File: src/rtl/writeback_stage.sv
// writeback_stage: retires memory-stage results, extracts load data, forwards to decode.
// Optional retired-instruction counter enabled by defining WB_RETIRE_CNT_EN.
module writeback_stage (
  input  logic        clk,
  input  logic        rst,
  input  logic        mem_valid_in,
  input  logic [4:0]  mem_rd_in,
  input  logic        mem_rd_valid_in,
  input  logic [31:0] mem_result_in,
  input  logic        mem_is_load_in,
  input  logic [2:0]  mem_funct3_in,
  input  logic        dmem_rvalid,
  input  logic [31:0] dmem_rdata,
  output logic        mem_fwd_valid,
  output logic [4:0]  mem_fwd_rd,
  output logic [31:0] mem_fwd_data,
  output logic        wb_fwd_valid,
  output logic [4:0]  wb_fwd_rd,
  output logic [31:0] wb_fwd_data,
  output logic        stall_pipeline,
  output logic [63:0] retired_count
);
  typedef enum logic {IDLE, LOAD_WAIT} state_t;
  state_t state, state_nx;
  logic [4:0]  cap_rd, sel_rd;
  logic        cap_rdv, sel_rdv;
  logic [2:0]  cap_f3, sel_f3;
  logic [1:0]  cap_off, sel_off;
  logic [7:0]  byte_v;
  logic [15:0] half_v;
  logic [31:0] ld_data;
  logic        waiting, load_miss, complete;
  always_comb begin
    waiting        = state == LOAD_WAIT;
    sel_rd         = waiting ? cap_rd  : mem_rd_in;
    sel_rdv        = waiting ? cap_rdv : mem_rd_valid_in;
    sel_f3         = waiting ? cap_f3  : mem_funct3_in;
    sel_off        = waiting ? cap_off : mem_result_in[1:0];
    byte_v         = dmem_rdata[{sel_off, 3'b000} +: 8];
    half_v         = sel_off[1] ? dmem_rdata[31:16] : dmem_rdata[15:0];
    ld_data        = sel_f3[1:0] == 2'b00 ? {{24{byte_v[7] & ~sel_f3[2]}}, byte_v} :
                     sel_f3[1:0] == 2'b01 ? {{16{half_v[15] & ~sel_f3[2]}}, half_v} : dmem_rdata;
    load_miss      = !waiting && mem_valid_in && mem_is_load_in && !dmem_rvalid;
    complete       = waiting ? dmem_rvalid : mem_valid_in && (!mem_is_load_in || dmem_rvalid);
    mem_fwd_valid  = complete && sel_rdv && sel_rd != 5'd0;
    mem_fwd_rd     = sel_rd;
    mem_fwd_data   = (waiting || mem_is_load_in) ? ld_data : mem_result_in;
    stall_pipeline = waiting && !dmem_rvalid;
    state_nx       = load_miss ? LOAD_WAIT : (waiting && dmem_rvalid) ? IDLE : state;
  end
  always_ff @(posedge clk or negedge rst) begin
    if (!rst) begin
      state        <= IDLE;
      cap_rd       <= '0;
      cap_rdv      <= 1'b0;
      cap_f3       <= '0;
      cap_off      <= '0;
      wb_fwd_valid <= 1'b0;
      wb_fwd_rd    <= '0;
      wb_fwd_data  <= '0;
    end else begin
      state        <= state_nx;
      wb_fwd_valid <= mem_fwd_valid;
      if (load_miss) begin
        cap_rd  <= mem_rd_in;
        cap_rdv <= mem_rd_valid_in;
        cap_f3  <= mem_funct3_in;
        cap_off <= mem_result_in[1:0];
      end
      if (mem_fwd_valid) begin
        wb_fwd_rd   <= mem_fwd_rd;
        wb_fwd_data <= mem_fwd_data;
      end
    end
  end
`ifdef WB_RETIRE_CNT_EN
  logic [63:0] cnt;
  always_ff @(posedge clk or negedge rst) begin
    if (!rst) cnt <= '0;
    else if (complete) cnt <= cnt + 64'd1;
  end
  assign retired_count = cnt;
`else
  assign retired_count = '0;
`endif
endmodule

File: config.mk
export PLATFORM = sky130hd
export DESIGN_NAME = writeback_stage
export DESIGN_NICKNAME = d
export VERILOG_FILES = /design/src/rtl/writeback_stage.sv
export SDC_FILE = /design/constraint.sdc
export NUM_CORES = 1
export LEC_CHECK = 0
export ABC_AREA = 1
export CORE_ASPECT_RATIO = 1.1
export CORE_UTILIZATION = 42
export CTS_BUF_LIST = sky130_fd_sc_hd__clkbuf_8
export DETAILED_ROUTE_END_ITERATION = 12
export PLACE_DENSITY = 0.95
export SLEW_MARGIN = 20
export SYNTH_ARGS = -nofsm -noshare
export SYNTH_HDL_FRONTEND = slang
export SYNTH_SLANG_ARGS = --single-unit
File: constraint.sdc
create_clock -name clk -period 2.3 [get_ports clk]
set_input_delay 0.23 -clock clk [delete_from_list [all_inputs] [get_ports clk]]
set_output_delay 0.23 -clock clk [all_outputs]
set_load 0.01 [all_outputs]
Word level (Yosys, flattened, before mapping) --
Cells that the tools add are included.
Storage, ports and cells: flip-flop bits (word level) 50, bits of input ports 78, output and inout bits 141, word-level logic and storage cells 40
Operators by class: equality and inequality tests 1, shifts and indexed selects 1, mux-type cells 11, bitwise logic cells 3, reduce and logical (&&, ||, !) cells 16
Operators with widths (number):
- two-way mux 32 bit | 3
- indexed part select 32 x 6 -> 8 bit | 1
- two-way mux 16 bit | 1
- logical AND 1 bit | 8
- two-way mux 5 bit | 1
- nonzero test 5 bit | 1
- two-way mux 1 bit | 4
- zero test 1 bit | 3
- two-way mux 3 bit | 1
- bitwise AND 1 bit | 2
- == test 2 x 1 -> 1 bit, second input constant | 1
- zero test 2 bit | 1
- logical OR 1 bit | 2
- two-way mux 2 bit | 1
- nonzero test 2 bit | 1
- inverter 1 bit | 1

Longest topological paths before layout --
Gate-level depths: netlist of run 1.
depth after elaboration 6, mapped depth 12, mapped depth without buffers 11

Worst setup path before layout of run 1 --
OpenSTA, ideal clock, no wires.
kind flip-flop to output port, start point register state, end point output mem_fwd_data[21], data arrival time 1552 ps, data required time 2070 ps, slack 518 ps, stages on the path, launching flop included 12, path buffers 3, cells stage by stage dfrtp_1 buf_6 buf_8 nand2_2 nand2_4 nor2_4 nand3_4 buf_6 nand2_1 inv_1 nand3_1 and2_1
Between the ends: cells in the longest elaborated chain, start to end 6, elaborated cells on any way between the ends 13, classes of those cells 1 x eq/ne; 1 x shift; 6 x mux; 3 x bitwise; 2 x reduce/logical
Ends and longest elaborated chain:
- start: declaration | RTL line 24 | state_t state, state_nx;
- start signal: assignment | RTL line 62 | state <= state_nx;
- branches (longest 5 deep; another with indexed part select 32 x 6 -> 8 bit)
- two-way mux 32 bit (*) | RTL line 47 | mem_fwd_data = (waiting || mem_is_load_in) ? ld_data : mem_result_in;
- end: declaration | RTL line 16 | output logic [31:0] mem_fwd_data,
Every way passes the cells marked *.

Worst setup path in the final report of run 1 --
start point register state, end point output mem_fwd_data[18]
Same word-level chain as after synthesis.

==> flow_summary.toml, run 1 <==
[floorplan]
die_h_um = 108.4
die_x_um = 98.73
core_area_um2 = 9937
dieArea_um2 = 10700
start_util_pct = 43.50
rows = 38
io_pins = 219

[grt]
grt_pass1_vias = 4516
grt_max_degree = 38
antenna_found_initial = 0
gr-usage-all-layers_pct = 27.11
grt_remaining_overflow = 0
grt_first_pass_wirelength_um = 22670

[cells_and_area]
layout.nets = 929
post_route_cells_drive_above_1_share_pct = 29.23
final_area_um2 = 6665
syn_to_final_growth_pct = 54.18
mostFrequentLayoutCells = "nand2_1, clkdlybuf4s50_1, nand3_1, conb_1, inv_1"
num-fill-cells = 750
final_core_util_pct = 67.07
final_common_cell = "nand2_1"
diodes = 0

[outcome]
violations = "setup timing"
status = "complete, but fails checks"

[detailed_routing]
wl_per_cell_um = 17.26
drt-total-wl_um = 16780
num_vias = 5144
drcViolationCount = 0
ant_nets = 0
firstDrtPassIters = 8
viasPerCell = 5.292
first_iter_violations = 681

[timing]
tightest_slew_ps = 638.4
timing.final.crit_share_pct = 106.4
fmax_ghz = 0.4085
fin_skew_ps = 4.668
setup_ws_ps = -147.9
hold_slack_ps = 457.2
fin_crit_ps = 2448
fin_setup_tns_ps = -1767
setup_viol_count_final = 25
rsz0062_at_grt = "true"
final_hold_viol_count = 0
drv_slew = 0
slew_headroom_pct = 57.44

[power_and_ir_drop]
p_sw_mw = 1.760
leakagePower_nw = 3.503
powerDensity_nw_per_um2 = 666.2
power_frac_clock_pct = 15.2
ir_worst_vdd_v = 0.0002850
power_frac_seq_pct = 29.7
p_comb_share_pct = 55.1
p_sw_share_pct = 39.63
p_int_mw = 2.681

[worst_setup_path]
crit_slowest_cell = "dfrtp_2"
r2r-start = "state$_DFFE_PN0P_"
cpMostUsedCell = "buf_6"
reg2reg_slack_ps = 130
crit_type = "register to output pin"
path_buf_inv = 6
critPathRequiredTime_ps = 2070
crit_family = "buffers and inverters"
r2r_cells = 11
cp_data_arrival_time_ps = 2220
start_kind = "register"
reg2reg_to = "wb_fwd_data[9]$_DFFE_PN0P_"
critPathCaptureType = "output pin"
max_stage_delay_ps = 470
path_cells = "clkinvlp_4, buf_6, o21ai_4, buf_12, nand3_4, buf_6, nand2_2, inv_2, nand3_2, and2_1, buf_2"
crit_path_max_fanout = 6

[clock_network]
cts_tree = "built"
h-tree-depth = 2
clockRootBuffer = "clkbuf_8"
clk_pin_slew_ps = 100
insertion_delay_ps = 320
cts.sinks = 50
clock_path_buffers = 2
cts_inserted_buffers = 5

[synthesis]
syn_area_per_cell_um2 = 6.723
synth_area_leaders = "dfrtp_1, nand2_1, buf_4"
synth_warnings = 0
ys_seq_area_share_pct = 28.94
synth_cell_types = 32
synthesis.area_um2 = 4323
synth_top_area_share_pct = 28.94
ys_ff_latch = 50
synth_cells = 643
yosysTopAreaCell = "dfrtp_1"

[min_path]
hold_class = "input port to asynchronous set/reset pin"

[placement]
gp_congestion = 0.9468
dpl-instance-area_um2 = 5949
port-buffer-count = 154
hpwl_um = 10460

[flow_run]
maxCapViolCount = 0
-- synth_stat cells --
master    count
o22ai_1       1
o21ai_2       2
nor3_4        1
buf_4        68
nor2_8        2
o21ai_1       2
nand3_1      92
a21oi_2       1
or2_2        17
conb_1        1
nand3_4       3
inv_1        74
nand3b_1      5
dfrtp_1      50
nand2_2       9
a21oi_1       8
clkbuf_1      6
inv_4         3
and2_1       17
buf_1         1
o21ai_0      14
nor2_4        1
inv_2         1
nand2_1     209
buf_2         7
nor2_1       18
nand3_2      10
buf_6         8
a31oi_1       5
buf_8         1
nand2_4       5
mux2_2        1
-- sequential cells by signal (all words and copies together), names as in the netlist --
| name | cells |
|---|---|
| wb_fwd_valid | 1 |
| cap_off | 2 |
| wb_fwd_rd | 5 |
| wb_fwd_data | 32 |
| state | 1 |
| cap_rd | 5 |
| cap_rdv | 1 |
| cap_f3 | 3 |
-- layer usage --
metal	part of all wire, %	vias to the layer above	global-route usage [%]
met2	49	362	48.19
met1	37	2394	31.25
met5	0	-	0
met3	8.3	104	4.783
li1	-	2284	-
met4	5.4	0	14.29
-- logic make-up after synthesis --
kind of cell    after synthesis  synth area share, %
compound gates               33                4.255
buf+inv                     169                22.60
flops                        50                28.94
mux                           1               0.2605
other cells                   1              0.08675
simple gates                389                43.85
-- worst max-delay path by stage --
stage / startpoint / to / cells after the start
final: state$_DFFE_PN0P_ / mem_fwd_data[18] / 11
after global routing: state$_DFFE_PN0P_ / mem_fwd_data[22] / 11
after CTS: state$_DFFE_PN0P_ / mem_fwd_data[10] / 12
after detailed placement: mem_result_in[0] / mem_fwd_data[10] / 10
after global placement: mem_result_in[0] / mem_fwd_data[10] / 10
after floorplan: state$_DFFE_PN0P_ / mem_fwd_data[21] / 11
-- power by group through the flow --
stage / logic (mW) / registers, mW / clock network (mW)
2_1_floorplan: 1.00 / 1.42 / 0
3_3_place_gp: 2.11 / 1.31 / 0
3_5_place_dp: 2.16 / 1.32 / 0
4_1_cts: 2.18 / 1.31 / 0.670
5_1_grt: 2.61 / 1.35 / 0.698
6_report: 2.45 / 1.32 / 0.673
-- per-stage QoR --
stage	total power [mW]	setup WS (ps)	std cells
6_report	4.440	-147.9	972
3_3_place_gp	3.421	-213.8	928
2_1_floorplan	2.425	517.7	706
5_1_grt	4.663	-180.8	972
4_1_cts	4.164	-130.8	952
3_5_place_dp	3.482	-253.1	928
-- cell type report --
cell class / count / area (um^2) / area share [%]
timing repair inverter: 1 / 7.507 / 0.1126
clock buffer: 5 / 68.82 / 1.032
multi-input combinational: 488 / 2641 / 39.63
clock inverter: 3 / 43.79 / 0.6570
tap: 120 / 150.1 / 2.253
sequential: 50 / 1252 / 18.79
timing repair buffer: 227 / 2188 / 32.83
inverter: 78 / 312.8 / 4.693
-- repair_timing --
item                       4_1_cts  5_1_grt
setup buffers                   13       20
gates resized for setup        143      115
gates cloned                     2        0
setup endpoints to repair       33       70
hold endpoints to repair        23        0
hold buffers                     1        0
pin swaps                       25       49
No activity file was read; power rests on OpenSTA's default activity.
==> run 2, diff against run 1 <==
--- a/config.mk
+++ b/config.mk
@@ -7,10 +7,11 @@
 export LEC_CHECK = 0
 export ABC_AREA = 1
 export CORE_ASPECT_RATIO = 1.1
-export CORE_UTILIZATION = 42
+export CORE_UTILIZATION = 38
 export CTS_BUF_LIST = sky130_fd_sc_hd__clkbuf_8
 export DETAILED_ROUTE_END_ITERATION = 12
-export PLACE_DENSITY = 0.95
+export HOLD_SLACK_MARGIN = 0.03
+export PLACE_DENSITY = 0.91
 export SLEW_MARGIN = 20
 export SYNTH_ARGS = -nofsm -noshare
 export SYNTH_HDL_FRONTEND = slang
==> constraint.sdc (replaced) <==
create_clock -name clk -period 2.05 [get_ports clk]
set_input_delay 0.205 -clock clk [delete_from_list [all_inputs] [get_ports clk]]
set_output_delay 0.205 -clock clk [all_outputs]
set_load 0.01 [all_outputs]
==> run 2 against run 1 <==
Non-clock buffer count grew 13; the run still ends with setup timing left; first-iteration DRC count decreased by 16%; power up 13%; setup slack got worse by 81 ps; largest power group unchanged; combinational power grew 16%; via count grew 1.2%; critical path type unchanged; critical endpoint is now mem_fwd_data[1]; clock skew is 18 ps higher.
==> flow_summary.toml, run 2 (synthesis gave the netlist of run 1 again) <==
[worst_setup_path]
r2r_cells = 14
crit_path_max_fanout = 8
max_stage_delay_ps = 430
reg2reg_to = "wb_fwd_data[0]$_DFFE_PN0P_"
reg2reg_slack_ps = -50
cpMostUsedCell = "nand2_4"
start_kind = "register"
cp_data_arrival_time_ps = 2070
path_cells = "buf_8, nand2_4, nand2_4, buf_12, nand3_4, buf_6, nand2_2, nand3_2, a31oi_1, buf_2"
crit_slowest_cell = "dfrtp_2"
crit_family = "buffers and inverters"
critPathCaptureType = "output pin"
path_buf_inv = 4
r2r-start = "state$_DFFE_PN0P_"
crit_type = "register to output pin"
critPathRequiredTime_ps = 1850

[placement]
port-buffer-count = 154
dpl-instance-area_um2 = 6138
gp_congestion = 0.9275
hpwl_um = 10830

[cells_and_area]
diodes = 0
final_area_um2 = 6925
post_route_cells_drive_above_1_share_pct = 30.59
final_core_util_pct = 62.90
reg.largest.list = "wb_fwd_data (32), cap_rd (5), wb_fwd_rd (5)"
top_register = "wb_fwd_data"
seq_area_um2 = 1252
final_common_cell = "nand2_1"
mostFrequentLayoutCells = "nand2_1, clkdlybuf4s50_1, inv_1, nand3_1, conb_1"
num-fill-cells = 852
syn_to_final_growth_pct = 60.20
multi_input_area_um2 = 2763
layout.nets = 940
largest_reg_flops = 32

[clock_network]
h-tree-depth = 2
cts_inserted_buffers = 5
clk_pin_slew_ps = 100
clockRootBuffer = "clkbuf_8"
cts_tree = "built"
insertion_delay_ps = 350
cts.sinks = 50
clock_path_buffers = 2

[outcome]
status = "complete, but fails checks"
violations = "setup timing"

[grt]
grt_first_pass_wirelength_um = 24350
met1_usage_pct = 29.10
grt_remaining_overflow = 0
grtUsageMet3_pct = 5.543
grt_busiest_layer = "met2"
gr-usage-all-layers_pct = 26.36
use_met2_pct = 46.00
antenna_found_initial = 0
grt_pass1_vias = 4774
grt_max_degree = 38

[timing]
setup_ws_ps = -229.2
fin_skew_ps = 22.93
slew_headroom_pct = 57.14
timing.final.crit_share_pct = 111.2
tightest_slew_ps = 642.9
fin_setup_tns_ps = -5851
rsz0062_at_grt = "true"
drv_slew = 0
hold_slack_ps = 424.6
final_hold_viol_count = 0
fmax_ghz = 0.4388
setup_viol_count_final = 33
fin_crit_ps = 2279

[detailed_routing]
ant_nets = 0
firstDrtPassIters = 5
wl_per_cell_um = 17.28
drt-total-wl_um = 17460
num_vias = 5204
viasPerCell = 5.152
drcViolationCount = 0
first_iter_violations = 569

[flow_run]
maxCapViolCount = 0

[power_and_ir_drop]
powerDensity_nw_per_um2 = 722.2
ir_worst_vdd_v = 0.0003669
total_power_mw = 5.002
leakagePower_nw = 3.661

[min_path]
hold_class = "input port to asynchronous set/reset pin"

[floorplan]
core_area_um2 = 11010
start_util_pct = 39.26
die_h_um = 113.9
io_pins = 219
dieArea_um2 = 11810
die_x_um = 103.7
rows = 40
==> run 2: cell types whose count changed in the layout (fill, tap and decap cells not counted), sizes merged <==
cell	before	now
buf	102	118
bufinv	1	0
clkbuf	9	6
clkdlybuf4s50	120	114
clkinv	1	2
dlygate4sd2	0	1
dlymetal6s2s	0	5
inv	79	78
nand3	106	105
==> run 2: worst max path at each step <==
stage / start / to / cells after the start
3_3_place_gp: mem_result_in[0] / mem_fwd_data[13] / 11
5_1_grt: state$_DFFE_PN0P_ / mem_fwd_data[5] / 10
4_1_cts: state$_DFFE_PN0P_ / mem_fwd_data[3] / 10
6_report: state$_DFFE_PN0P_ / mem_fwd_data[1] / 10
3_5_place_dp: mem_result_in[0] / mem_fwd_data[14] / 11
2_1_floorplan: state$_DFFE_PN0P_ / mem_fwd_data[21] / 11
==> run 2: final cells by class <==
class,count,share of cell area (%)
clock buffers,5,0.9937
clock inverters,3,0.3613
inverters,78,4.625
multi-input cells,487,39.89
flip-flops and latches,50,18.08
well taps,147,2.656
repair buffers,240,33.39
==> run 2: report_power, final <==
| group | internal (mW) | switching (mW) |
|---|---|---|
| combinational | 1.41 | 1.45 |
| sequential | 1.29 | 0.197 |
| clock | 0.248 | 0.411 |
==> run 2: metrics by stage <==
| step | setup WS, ps | cells |
|---|---|---|
| floorplan | 292.7 | 706 |
| global placement | -463.2 | 974 |
| detailed placement | -473.1 | 974 |
| CTS | -139.8 | 1001 |
| global route | -312.6 | 1010 |
| finish | -229.2 | 1010 |
==> run 2: repair_timing <==
item	in CTS	in global routing
cloned	2	1
setup endpoints to repair	36	72
endpoints found under the hold margin	24	0
hold buffers	1	0
pin swaps	36	35
setup buffers	16	8
gates resized for setup	222	69
==> run 2: worst reg2reg max path, cell delays in order, from the launching register on <==
cell and delay [ps]:
dfrtp_2 430, buf_8 170, nand2_4 70, nand2_4 110, buf_12 120, nand3_4 130, buf_6 160, nand2_2 60
nand3_2 100, nand3_2 110, nand2_2 80, buf_4 140, buf_4 130, nand2_1 130, nand2_1 70
==> run 2: per-layer routing <==
| layer | vias up | wire length (um) |
|---|---|---|
| met3 | 109 | 1430 |
| li1 | 2316 | - |
| met4 | 0 | 1169 |
| met5 | - | 0 |
| met2 | 364 | 8467 |
| met1 | 2415 | 6389 |
